## config.mk

```make
export PLATFORM = sky130hd
export DESIGN_NAME = serial_subtractor
export DESIGN_NICKNAME = d
export VERILOG_FILES = /design/src/rtl/serial_subtractor_pkg.sv /design/src/rtl/serial_subtractor_full_subtractor.sv /design/src/rtl/serial_subtractor.sv
export SDC_FILE = /design/constraint.sdc
export NUM_CORES = 1
export LEC_CHECK = 0
export CORE_MARGIN = 2
export CORE_UTILIZATION = 53
export CTS_CLUSTER_SIZE = 40
export DETAILED_ROUTE_END_ITERATION = 7
export GPL_ROUTABILITY_DRIVEN = 0
export GPL_TIMING_DRIVEN = 0
export PLACE_DENSITY = 0.82
export SYNTH_ARGS = -nofsm -noshare
export SYNTH_HDL_FRONTEND = slang
export SYNTH_SLANG_ARGS = --single-unit
```

## constraint.sdc

```tcl
create_clock -name clk -period 4.4 [get_ports clk]
set_clock_uncertainty 0.15 [all_clocks]
set_input_delay 0.88 -clock clk [delete_from_list [all_inputs] [get_ports clk]]
set_output_delay 0.88 -clock clk [all_outputs]
set_load 0.01 [all_outputs]
```

## src/rtl/serial_subtractor_pkg.sv

```systemverilog
// Shared definitions for the bit-serial subtractor: FSM state encodings and
// the default operand width.
package serial_subtractor_pkg;

  localparam int DEFAULT_WIDTH = 4;

  typedef enum logic [1:0] {
    S_IDLE = 2'd0,
    S_RUN  = 2'd1,
    S_DONE = 2'd2
  } state_t;

endpackage

```

## src/rtl/serial_subtractor_full_subtractor.sv

```systemverilog
// Single-bit full subtractor cell: D = a - b - Bin, Bout = borrow out.
module full_subtractor (
  input  logic a,
  input  logic b,
  input  logic Bin,
  output logic D,
  output logic Bout
);

  assign D    = a ^ b ^ Bin;
  assign Bout = (~a & b) | (~(a ^ b) & Bin);

endmodule

```

## src/rtl/serial_subtractor.sv

```systemverilog
// Bit-serial subtractor, LSB first, Q = {borrow_out, a - b - Bin} after WIDTH cycles.
// Optional signed-overflow output enabled by defining SERIAL_SUB_OVF_EN.
module serial_subtractor
  import serial_subtractor_pkg::*;
#(
  parameter int WIDTH = DEFAULT_WIDTH
) (
  input  logic             clk,
  input  logic             rst_n,
  input  logic             start,
  input  logic [WIDTH-1:0] a,
  input  logic [WIDTH-1:0] b,
  input  logic             Bin,
  output logic [WIDTH:0]   Q,
  output logic             busy,
  output logic             done
`ifdef SERIAL_SUB_OVF_EN
  ,
  output logic             ovf
`endif
);

  localparam int CNT_W = (WIDTH > 1) ? $clog2(WIDTH) : 1;
  localparam logic [CNT_W-1:0] LAST_CNT = CNT_W'(WIDTH - 1);
  localparam logic [CNT_W-1:0] CNT_ONE  = CNT_W'(1);

  state_t           state_r;
  state_t           state_next_s;
  logic [CNT_W-1:0] cnt_r;
  logic [WIDTH-1:0] a_sr_r;
  logic [WIDTH-1:0] b_sr_r;
  logic [WIDTH-1:0] res_r;
  logic             br_r;
  logic [WIDTH:0]   q_r;
  logic             busy_r;
  logic             done_r;
  logic             d_s;
  logic             bout_s;
  logic             last_s;

  full_subtractor u_fs (
    .a    (a_sr_r[0]),
    .b    (b_sr_r[0]),
    .Bin  (br_r),
    .D    (d_s),
    .Bout (bout_s)
  );

  // Terminal count: the RUN edge that consumes bit WIDTH-1.
  assign last_s = (state_r == S_RUN) && (cnt_r == LAST_CNT);

  // Next-state decode.
  always_comb begin
    state_next_s = state_r;
    case (state_r)
      S_IDLE: begin
        if (start) state_next_s = S_RUN;
        else       state_next_s = S_IDLE;
      end
      S_RUN: begin
        if (last_s) state_next_s = S_DONE;
        else        state_next_s = S_RUN;
      end
      S_DONE:  state_next_s = S_IDLE;
      default: state_next_s = S_IDLE;
    endcase
  end

  // State register.
  always_ff @(posedge clk or negedge rst_n) begin
    if (!rst_n) state_r <= S_IDLE;
    else        state_r <= state_next_s;
  end

  // Datapath: operand capture, serial shift, result and status registers.
  always_ff @(posedge clk or negedge rst_n) begin
    if (!rst_n) begin
      cnt_r  <= '0;
      a_sr_r <= '0;
      b_sr_r <= '0;
      res_r  <= '0;
      br_r   <= 1'b0;
      q_r    <= '0;
      busy_r <= 1'b0;
      done_r <= 1'b0;
    end else begin
      done_r <= 1'b0;
      busy_r <= (state_next_s != S_IDLE);
      case (state_r)
        S_IDLE: begin
          if (start) begin
            a_sr_r <= a;
            b_sr_r <= b;
            br_r   <= Bin;
            cnt_r  <= '0;
          end
        end
        S_RUN: begin
          a_sr_r <= {1'b0, a_sr_r[WIDTH-1:1]};
          b_sr_r <= {1'b0, b_sr_r[WIDTH-1:1]};
          res_r  <= {d_s, res_r[WIDTH-1:1]};
          br_r   <= bout_s;
          cnt_r  <= cnt_r + CNT_ONE;
          if (last_s) begin
            q_r    <= {bout_s, d_s, res_r[WIDTH-1:1]};
            done_r <= 1'b1;
          end
        end
        default: ;
      endcase
    end
  end

`ifdef SERIAL_SUB_OVF_EN
  logic ovf_r;

  // Signed overflow: borrow into the MSB differs from borrow out of it.
  always_ff @(posedge clk or negedge rst_n) begin
    if (!rst_n)      ovf_r <= 1'b0;
    else if (last_s) ovf_r <= br_r ^ bout_s;
    else             ovf_r <= ovf_r;
  end

  assign ovf = ovf_r;
`endif

  assign Q    = q_r;
  assign busy = busy_r;
  assign done = done_r;

endmodule

```

==> metrics, run 1 <==
status=complete, no violations; clock tree buffer depth=2; Core ar.=around 1700 um^2; most common cell after layout, fill and taps aside=dfrtp_1; Max Cap Violations=0; clk slew on worst S/H paths=approximately 0.12 ns; Mapped Nets=slightly above 100; DRC violations left=0; Net count, final=roughly 120; endpoints failing hold=0; largest fanout on the critical path=5; highest-count cells in the layout ignoring fill and taps=22 x dfrtp_1, 18 x clkdlybuf4s50_1, 14 x nand2_1; Synth Cell Area=between 900 and 1000 um^2; GR Util met1=0.289; Die Width=between 40 and 50 um; Setup Viol. Count Final=0; Vias=~750; # diodes=0; Crit path max-delay family=buffers and inverters; global routing's busiest layer=met2; Arr. time, crit path=~1.3 ns; Slew HR=0.361; HP Class=flop to flop; Initial Utilization=0.559; PortBufs=18; H-Tree Level Count=1; Slowest-stage cell, CP=clkdlybuf4s50_1; Synth Warn #=0; I/O Pins=19; drt first pass iters=4; number of synthesized register bits=22; maximum vdd drop=roughly 0.00044 V; worst-margin pin slew=0.955 ns; die area=~2200 um^2; layout cells sized above 1=0.101; clock sinks=22; initial antenna violation count=0; Setup TNS Final=0 ns; final worst-path cycle share=0.523; total track usage=0.214; Routed Wire Length=1920 um; fmax=between 0.4 and 0.5 GHz; cell depth of the worst hold path=2; crit path launch type=flop; Setup CP Type=flop to primary output; post-synth cell types=19; CTS Buf Count=3; Worst EP required=around 3.4 ns; WP buf/inv=1; CP Capture Type=primary output; root buf cell=clkbuf_4; Clock Latency Late Sink=approximately 0.3 ns; Syn Area/Cell=11.0 um^2; met2 usage=0.344; Reg2Reg Depth=3; P_leak=between 0.5 and 0.6 nW; cts repair resizes=0; setup repair bufs after CTS=0; PD cells=approximately 730 nW/um^2; Pins Over Slew Limit=0; Final Critical Period=roughly 2.3 ns; Final Util=0.714; CTS tree=built; Die Ht=about 46 um; vias per cell=~5.6; Initial DRC Count=24; unrepaired setup endpoints after global routing=false; Crit. path cell count=1; grt total ovfl=0; Synth-to-Final Area Change=27.7%; fillers=approximately 120; DP HPWL=between 1000 and 1500 um; Worst path max stage delay=around 0.55 ns; CTS Hold Buffers Added=0; largest net degree at the start of global routing=23; DRT antenna net count=0; register area share after synthesis=0.577; Cell Chain, Critical Path=clkdlybuf4s50_1; drt wl/cell=approximately 14 um; Site Rows=15; global-route wire length before repair=around 3300 um; GRT met3 Usage=0.0353; vias in the first global route=roughly 770; Syn Inst Count=a little under 90
==> final cells by class <==
type                            instances  area, um^2  area share
Buffer                                  4        22.5      0.0185
Clock buffer                            3        22.5      0.0185
Clock inverter                          1        30.0      0.0246
Inverter                                4        15.0      0.0123
Multi-Input combinational cell         57         367       0.301
Sequential cell                        22         551       0.452
Tap cell                               25        31.3      0.0257
Timing Repair Buffer                   18         180       0.148
==> report_power, final <==
| group | switching (mW) | leakage [nW] | internal (mW) | total, mW |
|---|---|---|---|---|
| logic | 0.196 | 0.249 | 0.180 | 0.376 |
| clock network | 0.0579 | 0.0279 | 0.0921 | 0.150 |
| registers | 0.0653 | 0.267 | 0.298 | 0.364 |
==> final timing paths <==
path                            start  endpoint  slack, ns
max                        state_r[1]      done       2.10
min                          res_r[1]  res_r[1]       0.34
max reg2reg                 b_sr_r[0]      Q[3]       2.90
min reg2reg                  res_r[1]  res_r[1]       0.34
max in group asynchronous       rst_n      br_r       2.57
min in group asynchronous       rst_n  cnt_r[0]       0.94
==> per-stage QoR <==
step | power (mW) | instance area (um^2) | std cells | setup slack [ns] | hold WS, ns
after detailed placement | 0.741 | 1170 | 130 | 2.15 | 0.316
after global routing | 0.958 | 1220 | 134 | 2.04 | 0.375
final | 0.890 | 1220 | 134 | 2.10 | 0.337
after global placement | 0.720 | 1170 | 130 | 2.17 | 0.305
after floorplan | 0.597 | 955 | 87 | 2.71 | 0.289
after CTS | 0.896 | 1220 | 134 | 2.08 | 0.346
==> sequential cells by signal (all words and copies together) (netlist names) <==
register  count
b_sr_r        4
a_sr_r        4
Q             5
busy          1
state_r       2
cnt_r         2
br_r          1
res_r         3
==> logic make-up (layout without fill, tap and decap cells) <==
family,Yosys count,after routing,synth area share
simple gates,28,28,0.134
compound gates,23,23,0.169
flops,22,22,0.577
buf+inv,8,30,0.0393
mux,4,4,0.0472
fa+ha+maj,2,2,0.0341
==> per-layer routing <==
layer | part of all wire | wire, um
met1 | 0.44 | 848
met2 | 0.49 | 940
met3 | 0.059 | 114
met4 | 0.010 | 20
met5 | 0 | 0
==> cell usage after synthesis (all sizes together) <==
| cell type | count | area share |
|---|---|---|
| ha | 1 | 0.013 |
| nand3b | 1 | 0.012 |
| o21ai | 8 | 0.042 |
| inv | 4 | 0.016 |
| nand2 | 14 | 0.055 |
| buf | 4 | 0.024 |
| or2 | 1 | 0.0066 |
| nor2 | 8 | 0.031 |
| nand2b | 2 | 0.013 |
| a221oi | 1 | 0.016 |
| o32ai | 7 | 0.064 |
| fa | 1 | 0.021 |
| mux2 | 4 | 0.047 |
| o22ai | 6 | 0.039 |
| dfrtp | 22 | 0.58 |
| nor2b | 2 | 0.016 |
| a211oi | 1 | 0.0079 |
No activity file was read; power rests on OpenSTA's default activity.
==> run 2, diff against run 1 <==
- CORE_UTILIZATION: 53 -> 49
- PLACE_DENSITY: 0.82 -> 0.76
- clock period: 4.4 -> 2.24 ns (I/O delays scaled with it)
==> metrics, run 2 (synthesis results as in run 1) <==
status=complete, no violations; register area=approximately 550 um^2; Max Cap Violations=0; clock sinks=22; Critical Path Source=state_r[1]; Final Critical Period=~1.9 ns; CP Capture Type=primary output; global routing's busiest layer=met2; root buf cell=clkbuf_4; CTS tree=built; most common cell after layout, fill and taps aside=dfrtp_1; Synth-to-Final Area Change=27.7%; DP HPWL=1290 um; I/O Pins=19; Slowest-stage cell, CP=clkdlybuf4s50_1; Die Ht=48.1 um; largest fanout on the critical path=5; Die Width=48.1 um; PD cells=about 1400 nW/um^2; Worst EP required=roughly 1.6 ns; unrepaired setup endpoints after global routing=false; Clock Latency Late Sink=just over 0.3 ns; cts repair resizes=0; drt wl/cell=roughly 14 um; fillers=147; internal reg-to-reg setup slack=0.73 ns; reg2reg end=Q[3]; Worst path max stage delay=around 0.55 ns; setup ws final=0.376 ns; Initial DRC Count=30; DP Worst Slack=0.399 ns; DRC violations left=0; final worst-path cycle share=0.832; # diodes=0; PortBufs=18; drt first pass iters=4; die area=approximately 2300 um^2; Site Rows=15; Routed Wire Length=1890 um; CTS Buf Count=3; crit path launch type=flop; highest-count cells in the layout ignoring fill and taps=22 x dfrtp_1, 18 x clkdlybuf4s50_1, 14 x nand2_1; met2 usage=0.311; Crit path max-delay family=buffers and inverters; Arr. time, crit path=about 1.3 ns; Net count, final=about 120; CTS Hold Buffers Added=0; Core ar.=1780 um^2; vias in the first global route=662; Cell Chain, Critical Path=clkdlybuf4s50_1; HP Start=Q[4]; clk slew on worst S/H paths=roughly 0.12 ns; worst-margin pin slew=approximately 0.97 ns; reg2reg start=b_sr_r[0]; maximum vdd drop=between 0.0008 and 0.0009 V; Setup TNS Final=0 ns; endpoints failing hold=0; Pins Over Slew Limit=0; GR Util met1=0.251; setup repair bufs after CTS=0; WP buf/inv=1; clock tree buffer depth=2; global-route wire length before repair=3000 um; Crit. path cell count=1; total track usage=0.192; Slew HR=0.351; Worst Setup EP=done; DRT antenna net count=0; Setup CP Type=flop to primary output; GRT met3 Usage=0.0259; vias per cell=around 5.5; grt total ovfl=0; Setup Viol. Count Final=0; HP Class=flop to flop; H-Tree Level Count=1; layout cells sized above 1=0.101; P_leak=roughly 0.54 nW; Initial Utilization=0.535; initial antenna violation count=0; Vias=731; Multi-input gate area=367 um^2; Largest register FFs=5; fmax=0.537 GHz; Reg2Reg Depth=3; largest net degree at the start of global routing=23
## run 2: layer usage
layer | vias up | share of wire
li1 | 361 | -
met4 | 0 | 0.011
met3 | 4 | 0.042
met1 | 345 | 0.46
met5 | - | 0
met2 | 21 | 0.49
## run 2: worst min-delay path by stage
stage | end | slack, ns | depth (start not counted)
after global placement | res_r[1] | 0.30 | 2
after floorplan | Q[0] | 0.002 | 0
after global routing | Q[3] | 0.37 | 1
after CTS | Q[4] | 0.35 | 2
final | Q[4] | 0.34 | 2
after detailed placement | Q[4] | 0.32 | 2
## run 2: per-stage QoR
stage / std cells / hold WS, ns / utilization / cell area (um^2) / total power, mW
2_1_floorplan: 87 / 0.00241 / - / 955 / 1.17
3_3_place_gp: 130 / 0.305 / 0.654 / 1170 / 1.41
3_5_place_dp: 130 / 0.320 / 0.654 / 1170 / 1.45
4_1_cts: 134 / 0.349 / 0.684 / 1220 / 1.76
5_1_grt: 134 / 0.375 / 0.684 / 1220 / 1.88
6_report: 134 / 0.342 / 0.684 / 1220 / 1.74
## run 2: layout make-up
class                   count  area share
inverters                   4      0.0123
flip-flops and latches     22       0.452
clock buffers               3      0.0185
plain buffers               4      0.0185
repair buffers             18       0.148
clock inverters             1      0.0246
multi-input cells          57       0.301
well taps                  25      0.0257
## run 2: report_power, final
| group | switching (mW) | total, mW | internal, mW |
|---|---|---|---|
| Clock | 0.121 | 0.302 | 0.181 |
| Sequential | 0.124 | 0.710 | 0.586 |
| Combinational | 0.376 | 0.729 | 0.353 |
| Total | 0.622 | 1.74 | 1.12 |
==> run 3, diff against run 2 <==
- clock period: 2.24 -> 2 ns (I/O delays scaled with it)
==> results of run 3 <==
The final DEF is identical to that of run 2. Status: complete, no violations.
Main changes from that run: setup slack after placement 0.399 ns -> 0.207 ns; setup slack after layout 0.376 ns -> 0.184 ns; register-to-register setup slack 0.73 ns -> 0.49 ns; total power 1.74 mW -> 1.95 mW; worst IR drop on VDD 0.000812 V -> 0.000909 V
